`config.mk`:
```
export PLATFORM = sky130hd
export DESIGN_NAME = alu_share_arbiter
export DESIGN_NICKNAME = d
export VERILOG_FILES = /design/src/rtl/alu_pkg.sv /design/src/rtl/alu_rr_arb2.sv /design/src/rtl/alu_share_arbiter.sv
export SDC_FILE = /design/constraint.sdc
export NUM_CORES = 1
export LEC_CHECK = 0
export ABC_AREA = 1
export CELL_PAD_IN_SITES_DETAIL_PLACEMENT = 0
export CELL_PAD_IN_SITES_GLOBAL_PLACEMENT = 1
export CORE_MARGIN = 5
export CORE_UTILIZATION = 31
export CTS_BUF_LIST = sky130_fd_sc_hd__clkbuf_8 sky130_fd_sc_hd__clkbuf_16
export CTS_CLUSTER_SIZE = 20
export DETAILED_ROUTE_END_ITERATION = 8
export HOLD_SLACK_MARGIN = 0.05
export PLACE_DENSITY = 0.95
export SYNTH_ARGS = -nofsm -noshare
export SYNTH_HDL_FRONTEND = slang
export SYNTH_SLANG_ARGS = --single-unit
```
`constraint.sdc`:
```
create_clock -name clk -period 3.8 [get_ports clk]
set_clock_uncertainty 0.05 [all_clocks]
set_input_delay 0.76 -clock clk [delete_from_list [all_inputs] [get_ports clk]]
set_output_delay 0.76 -clock clk [all_outputs]
set_load 0.03 [all_outputs]
```
`src/rtl/alu_pkg.sv`:
```
// Shared definitions for the ALU share arbiter: ALU control codes, legality check, FSM states.
// No logic of its own; latency and backpressure are defined by the modules that import it.
// Imported by alu_share_arbiter.
package alu_pkg;

    localparam logic [3:0] ALU_CTL_AND = 4'b0000;
    localparam logic [3:0] ALU_CTL_OR  = 4'b0001;
    localparam logic [3:0] ALU_CTL_ADD = 4'b0010;
    localparam logic [3:0] ALU_CTL_SUB = 4'b0110;
    localparam logic [3:0] ALU_CTL_SLT = 4'b0111;
    localparam logic [3:0] ALU_CTL_SLL = 4'b1111;

    typedef enum logic {
        IDLE = 1'b0,
        EXEC = 1'b1
    } arb_state_t;

    function automatic logic alu_ctl_legal(input logic [3:0] ctl);
        case (ctl)
            ALU_CTL_AND, ALU_CTL_OR, ALU_CTL_ADD,
            ALU_CTL_SUB, ALU_CTL_SLT, ALU_CTL_SLL: alu_ctl_legal = 1'b1;
            default:                               alu_ctl_legal = 1'b0;
        endcase
    endfunction

endpackage

```
`src/rtl/alu_rr_arb2.sv`:
```
// Two-port round-robin grant: a lone valid port wins, on contention the port other than rr_last wins.
// Latency: purely combinational, zero cycles.
// Backpressure: grant is all-zero while enable is low.
module alu_rr_arb2 (
    input  logic [1:0] valid,
    input  logic       rr_last,
    input  logic       enable,
    output logic [1:0] grant
);

    always_comb begin
        grant = 2'b00;
        if (enable) begin
            case (valid)
                2'b01:   grant = 2'b01;
                2'b10:   grant = 2'b10;
                2'b11:   grant = rr_last ? 2'b01 : 2'b10;
                default: grant = 2'b00;
            endcase
        end
    end

endmodule

```
`src/rtl/alu_share_arbiter.sv`:
```
// Shares one ALU between CPU (port 0) and debug (port 1), round-robin; ALU_ARB_PERF_EN adds perf counters.
// Latency: transfer at cycle T gives a one-cycle rspN_valid pulse at T+ALU_LAT+1.
// Backpressure: both ready lines stay low while an op executes; responses cannot be stalled.
module alu_share_arbiter
    import alu_pkg::*;
#(
    parameter int DW      = 32,
    parameter int ALU_LAT = 1
) (
    input  logic          clk,
    input  logic          rst_n,
    input  logic          req0_valid,
    output logic          req0_ready,
    input  logic [3:0]    req0_ctl,
    input  logic [DW-1:0] req0_a,
    input  logic [DW-1:0] req0_b,
    input  logic          req1_valid,
    output logic          req1_ready,
    input  logic [3:0]    req1_ctl,
    input  logic [DW-1:0] req1_a,
    input  logic [DW-1:0] req1_b,
    output logic          rsp0_valid,
    output logic          rsp1_valid,
    output logic [DW-1:0] rsp_result,
    output logic          rsp_zero,
    output logic          rsp_err,
    output logic [3:0]    alu_ctl,
    output logic [DW-1:0] alu_a,
    output logic [DW-1:0] alu_b,
    input  logic [DW-1:0] alu_y,
    input  logic          alu_zero
`ifdef ALU_ARB_PERF_EN
    ,
    output logic [15:0]   perf_gnt0,
    output logic [15:0]   perf_gnt1,
    output logic [15:0]   perf_conflict
`endif
);

    localparam logic [3:0] CNT_INIT = 4'(ALU_LAT - 1);

    arb_state_t    state;
    arb_state_t    state_nxt;
    logic [1:0]    grant;
    logic          xfer;
    logic          done;
    logic          rr_last;
    logic          owner_q;
    logic [3:0]    cnt;
    logic [3:0]    ctl_q;
    logic [DW-1:0] a_q;
    logic [DW-1:0] b_q;
    logic          legal;

    alu_rr_arb2 u_arb (
        .valid   ({req1_valid, req0_valid}),
        .rr_last (rr_last),
        .enable  (state == IDLE),
        .grant   (grant)
    );

    assign xfer  = |grant;
    assign done  = (state == EXEC) && (cnt == 4'd0);
    assign legal = alu_ctl_legal(ctl_q);

    always_ff @(posedge clk or negedge rst_n) begin
        if (!rst_n) state <= IDLE;
        else        state <= state_nxt;
    end

    always_comb begin
        state_nxt = state;
        case (state)
            IDLE:    if (xfer) state_nxt = EXEC;
            EXEC:    if (cnt == 4'd0) state_nxt = IDLE;
            default: state_nxt = IDLE;
        endcase
    end

    // Park the ALU on ADD with zero operands when idle so it never sees stale data.
    always_comb begin
        req0_ready = grant[0];
        req1_ready = grant[1];
        alu_ctl    = ALU_CTL_ADD;
        alu_a      = '0;
        alu_b      = '0;
        if (state == EXEC) begin
            alu_ctl = ctl_q;
            alu_a   = a_q;
            alu_b   = b_q;
        end
    end

    always_ff @(posedge clk or negedge rst_n) begin
        if (!rst_n) begin
            rr_last <= 1'b1;
            owner_q <= 1'b0;
            cnt     <= 4'd0;
            ctl_q   <= 4'd0;
            a_q     <= '0;
            b_q     <= '0;
        end else if (xfer) begin
            rr_last <= grant[1];
            owner_q <= grant[1];
            cnt     <= CNT_INIT;
            ctl_q   <= grant[1] ? req1_ctl : req0_ctl;
            a_q     <= grant[1] ? req1_a   : req0_a;
            b_q     <= grant[1] ? req1_b   : req0_b;
        end else if (state == EXEC && cnt != 4'd0) begin
            cnt <= cnt - 4'd1;
        end
    end

    always_ff @(posedge clk or negedge rst_n) begin
        if (!rst_n) begin
            rsp0_valid <= 1'b0;
            rsp1_valid <= 1'b0;
            rsp_result <= '0;
            rsp_zero   <= 1'b0;
            rsp_err    <= 1'b0;
        end else begin
            rsp0_valid <= done && !owner_q;
            rsp1_valid <= done &&  owner_q;
            if (done) begin
                rsp_result <= legal ? alu_y    : '0;
                rsp_zero   <= legal ? alu_zero : 1'b1;
                rsp_err    <= !legal;
            end
        end
    end

`ifdef ALU_ARB_PERF_EN
    always_ff @(posedge clk or negedge rst_n) begin
        if (!rst_n) begin
            perf_gnt0     <= 16'd0;
            perf_gnt1     <= 16'd0;
            perf_conflict <= 16'd0;
        end else begin
            if (grant[0] && perf_gnt0 != 16'hFFFF) perf_gnt0 <= perf_gnt0 + 16'd1;
            if (grant[1] && perf_gnt1 != 16'hFFFF) perf_gnt1 <= perf_gnt1 + 16'd1;
            if (state == IDLE && req0_valid && req1_valid && perf_conflict != 16'hFFFF)
                perf_conflict <= perf_conflict + 16'd1;
        end
    end
`endif

endmodule

```
# Yosys cells after proc, flatten, opt, wreduce, memory -nomap -nowiden
# Cells that the tools add are included.
[op_classes] addsub=1 n_eq_ne=8 mux=17 bitwise=1 n_reduce_logical=12
[op_table] cell="32-bit 2-to-1 mux" n=5
[op_table] cell="4-bit 2-to-1 mux" n=4
[op_table] cell="4-bit by 3-bit equality test with 1-bit output (second input constant)" n=2
[op_table] cell="4-bit logical NOT" n=2
[op_table] cell="2-bit one-hot mux with 3 select lines" n=1
[op_table] cell="6-bit OR reduction" n=1
[op_table] cell="2-bit equality test (second input constant)" n=2
[op_table] cell="4-bit by 1-bit equality test with 1-bit output (second input constant)" n=1
[op_table] cell="4-bit by 2-bit equality test with 1-bit output (second input constant)" n=1
[op_table] cell="4-bit equality test (second input constant)" n=1
[op_table] cell="1-bit logical AND" n=4
[op_table] cell="1-bit 2-to-1 mux" n=4
[op_table] cell="2-bit 2-to-1 mux" n=2
[op_table] cell="4-bit nonzero test" n=1
[op_table] cell="4-bit by 1-bit subtractor with 4-bit output (second input constant)" n=1
[op_table] cell="2-bit by 1-bit equality test with 1-bit output (second input constant)" n=1
[op_table] cell="1-bit logical NOT" n=2
[op_table] cell="1-bit one-hot mux with 2 select lines" n=1
[op_table] cell="2-bit nonzero test" n=1
[op_table] cell="2-bit OR reduction" n=1
[op_table] cell="1-bit NOT" n=1
[totals] ff_bits=111 input_bits=173 word_cells=51

# Logic depth before layout (Yosys ltp)
[depth] ltp_word=6 ltp_mapped=7 mapped_depth_nobuf=6

# Cells and area by module
# A second synthesis with hierarchy kept.
[hier_totals] hier_cells=711 hier_area_um2=5328.9
[by_module_without_submodules] module="alu_share_arbiter" n_inst=1 cells_each=706 area_per_inst_um2=5307.6 seq_area_each_um2=2778.9
[by_module_without_submodules] module="alu_rr_arb2" n_inst=1 cells_each=5 area_per_inst_um2=21.3 seq_area_each_um2=0.0

# Worst setup path before layout
# Ideal clock, no wire load.
[synth_path] path_kind="in2out" startpoint="input port req1_valid" endpoint="output port req1_ready" t_arrival_ns=1.375 required_time_ns=2.990 path_slack_ns=1.615 path_stages=5 n_path_buf=1 cell_sequence="inv_2 nor2_4 nand2_2 buf_2 inv_1"
[synth_via] elab_chain_cells=3 word_cells_on_any_way=5 cone_classes="3 x eq/ne; 2 x mux"
[synth_lines] element="from (decl)" line_no="alu_share_arbiter.sv:17" text="input logic req1_valid,"
[synth_lines] element="2-bit equality test / 2-bit by 1-bit equality test with 1-bit output (equally long branches)" line_no="alu_rr_arb2.sv:14" text="case (valid)"
[synth_lines] element="2-bit one-hot mux with 3 select lines *" line_no="alu_rr_arb2.sv:14"
[synth_lines] element="2-bit 2-to-1 mux *" line_no="alu_rr_arb2.sv:13" text="if (enable) begin"
[synth_lines] element="to (decl)" line_no="alu_share_arbiter.sv:18" text="output logic req1_ready,"
# Every way passes the cells marked *; elsewhere a longest branch is shown, timed or not.

# Worst setup path in the final report
[layout_path] startpoint="register state" endpoint="output port alu_b[29]"
[layout_via] elab_chain_cells=1
[layout_lines] element="from (decl)" line_no="alu_share_arbiter.sv:42" text="arb_state_t state;"
[layout_lines] element="from (signal assigned)" line_no="alu_share_arbiter.sv:68" text="else state <= state_nxt;"
[layout_lines] element="32-bit 2-to-1 mux" line_no="alu_share_arbiter.sv:87" text="if (state == EXEC) begin"
[layout_lines] element="to (decl)" line_no="alu_share_arbiter.sv:29" text="output logic [DW-1:0] alu_b,"
# No other way between the ends.

==> impl_metrics.yaml <==
detailed_routing:
  vias: 6280
  postRouteAntennaNets: 0
  drt_wl_total_um: 20400
  drc: 0
  wl_per_cell_um: 14.7
  dr.pass1.iters: 4
  viasPerCell: 4.53
  drt_iter0_markers: 318
sta:
  finalSetupViolations: 0
  period_minus_slack_ns: 3.20
  fmax_mhz: 313
  finalSetupTns_ns: 0
  finalCritPeriodShare_pct: 84.2
  grt_setup_unrepaired: "no"
  worst_pin_slew_ns: 1.01
  slew_headroom_pct: 32.6
  finalHoldViolCount: 0
  final_max_slew_viol_count: 0
grt:
  grt_pass1_vias: 6004
  met1_usage_pct: 21.8
  met2_usage_pct: 27.7
  busiest_layer: "met2"
  grt_overflow: 0
  grt_max_degree: 89
  antenna_found_initial: 2
  grt_usage_pct: 17.0
  met3_usage_pct: 4.49
  grt_pass1_wl_um: 32400
clock_network:
  path_clk_slew_ns: 0.07
  postCtsSetupRepairBufs: 0
  cts_tree: "done"
  root_buffer: "clkbuf_16"
  cts_sinks: 111
  clock_path_buffers: 2
  cts_buffers: 9
  cts_resized: 0
  cts_hold_buffers: 0
  insertion_delay_ns: 0.35
  htree_levels: 3
setup_path:
  cp-end-kind: "output port"
  max_stage_delay_ns: 1.10
  critPathKind: "reg2out"
  start_kind: "register"
  required_ns: 2.99
  r2r-start: "state"
  reg2reg_depth: 3
  ff2ff_setup_slack_ns: 1.28
  reg2reg_to: "rsp_result[20]"
  arrival_ns: 2.39
  path_cells: "nand2_1 -> inv_1 -> clkdlybuf4s50_1"
  crit_path_top_delay_cell: "dfrtp_4"
  worst-path-max-fanout: 88
placed_design:
  io_buffers: 278
  gp_congestion: 0.781
  post-dp-hpwl_um: 13900
power:
  p_per_area_nw_per_um2: 455
  vdd_drop_max_v: 0.000222
  clockPowerShare_pct: 23.1
  swShare_pct: 37.3
  leakage_uw: 0.00491
  p_seq_share_pct: 37.6
  power_switching_uw: 1610
  power_frac_comb_pct: 39.4
  p_int_uw: 2700
layout:
  fin_util_pct: 47.1
  nNetsFinal: 1285
  area_delta_synth_final_pct: 51.0
  drive_above_1_share_pct: 3.41
  nFillCells: 2001
min_path:
  whs_endpoint: "rsp0_valid"
  holdPathStages: 1
  hp-class: "reg2reg"
  hp-start: "owner_q"
status:
  status: "complete, no violations"
floorplan:
  ios: 279
  start_util_pct: 31.2
  core-area_um2: 20100
  rows: 52
  chipHeight_um: 152
  die_w_um: 152
  dieArea_um2: 23200
yosys:
  synthesis.nets: 1047
  synth_area_um2: 6270
  yosysSeqAreaShare_pct: 44.3
  synth.most_common_cell: "nand2_1"
  yosys_register_bits: 111
  async_flop_share_pct: 100
  synthTopCellsByArea: "dfrtp_1, nand2_1, inv_1"
  syn_area_per_cell_um2: 7.18
  synth_top_cell_area_share_pct: 43.9
  synth_warnings: 0
  yosysUniqueCellTypes: 22
  yosysTopAreaCell: "dfrtp_1"
  synth_edf_count: 0
  netlist_instances: 873
  synth_commonest_cells: "nand2_1, inv_1, dfrtp_1"
  synth_flop_cell: "dfrtp_1"
job:
  max-cap-violations: 0
## layer usage
metal  routed length, um  vias up  part of all wire [%]
met5                  13        -                 0.064
met2                9620      195                    47
met4                 407        2                   2.0
met1                8910     2904                    44
li1                    -     3155                     -
met3                1410       24                   6.9
## area by class of cell
cell class                 instances  area (um^2)  area share (%)
timing repair buffer             288         2880            30.4
sequential                       111         2780            29.4
multi-input combinational        548         2590            27.3
inverter                         153          574            6.06
tap                              270          338            3.57
clock buffer                      11          253            2.67
clock inverter                     5         55.1           0.581
antenna                            1         2.50          0.0264
## cells by family (layout without fill, tap and decap cells)
| kind of cell | after synthesis | after routing | synth area share (%) |
|---|---|---|---|
| AO/OA/AOI/OAI | 39 | 39 | 3.17 |
| adder cells (fa/ha/maj) | 1 | 1 | 0.200 |
| buffers and inverters | 214 | 457 | 14.5 |
| flip-flops | 111 | 111 | 44.3 |
| other | 0 | 1 | 0 |
| AND/OR/NAND/NOR | 508 | 508 | 37.8 |
## worst max-delay path by stage
stage | startpoint | endpoint | slack, ns | cells past startpoint
global route | state | alu_b[27] | 0.44 | 3
finish | state | alu_b[29] | 0.60 | 3
global placement | req0_valid | req0_ready | 0.77 | 4
floorplan | req1_valid | req1_ready | 1.61 | 5
detailed placement | req0_valid | req0_ready | 0.79 | 4
CTS | state | alu_a[30] | 0.56 | 3
## flip-flops by register name, summed over array words and instances, names as in the netlist
signal      count
a_q            32
b_q            32
cnt             4
ctl_q           4
owner_q         1
rr_last         1
rsp0_valid      1
rsp1_valid      1
rsp_err         1
rsp_result     32
rsp_zero        1
state           1
## cells in the final DEF (no fill, tap or decap), types with 3 or more instances in the layout
master	netlist	routed
a21oi_1	3	3
buf_4	6	10
clkbuf_16	0	9
clkdlybuf4s50_1	0	276
dfrtp_1	110	109
inv_1	150	151
inv_2	3	3
nand2_1	319	319
nand3_1	74	74
nand3b_1	68	68
nand4_1	35	35
nor2_1	7	7
o21ai_0	27	27
o21ai_1	8	8
## critical path, delay by kind of cell (launching register included)
kind,cells,cell delay (ns)
buf+inv,2,0.78
flops,1,1.10
simple gates,1,0.12
## power by group through the flow
stage / sequential, uW / clock, uW / combinational (uW)
after detailed placement: 1640 / 0 / 1710
after global placement: 1630 / 0 / 1690
after floorplan: 1760 / 0 / 811
after global routing: 1650 / 1080 / 1840
after CTS: 1620 / 1030 / 1720
final: 1620 / 993 / 1690
## through the flow
stage	power (uW)	setup WS (ns)	cells	hold slack (ns)	cell area (um^2)
final	4310	0.600	1387	0.377	9470
after global routing	4570	0.439	1387	0.419	9470
after CTS	4370	0.560	1386	0.380	9470
after detailed placement	3350	0.795	1370	0.368	9160
after global placement	3330	0.771	1370	0.357	9160
after floorplan	2570	1.61	873	0.353	6270
Power figures use the tool's default switching activity.
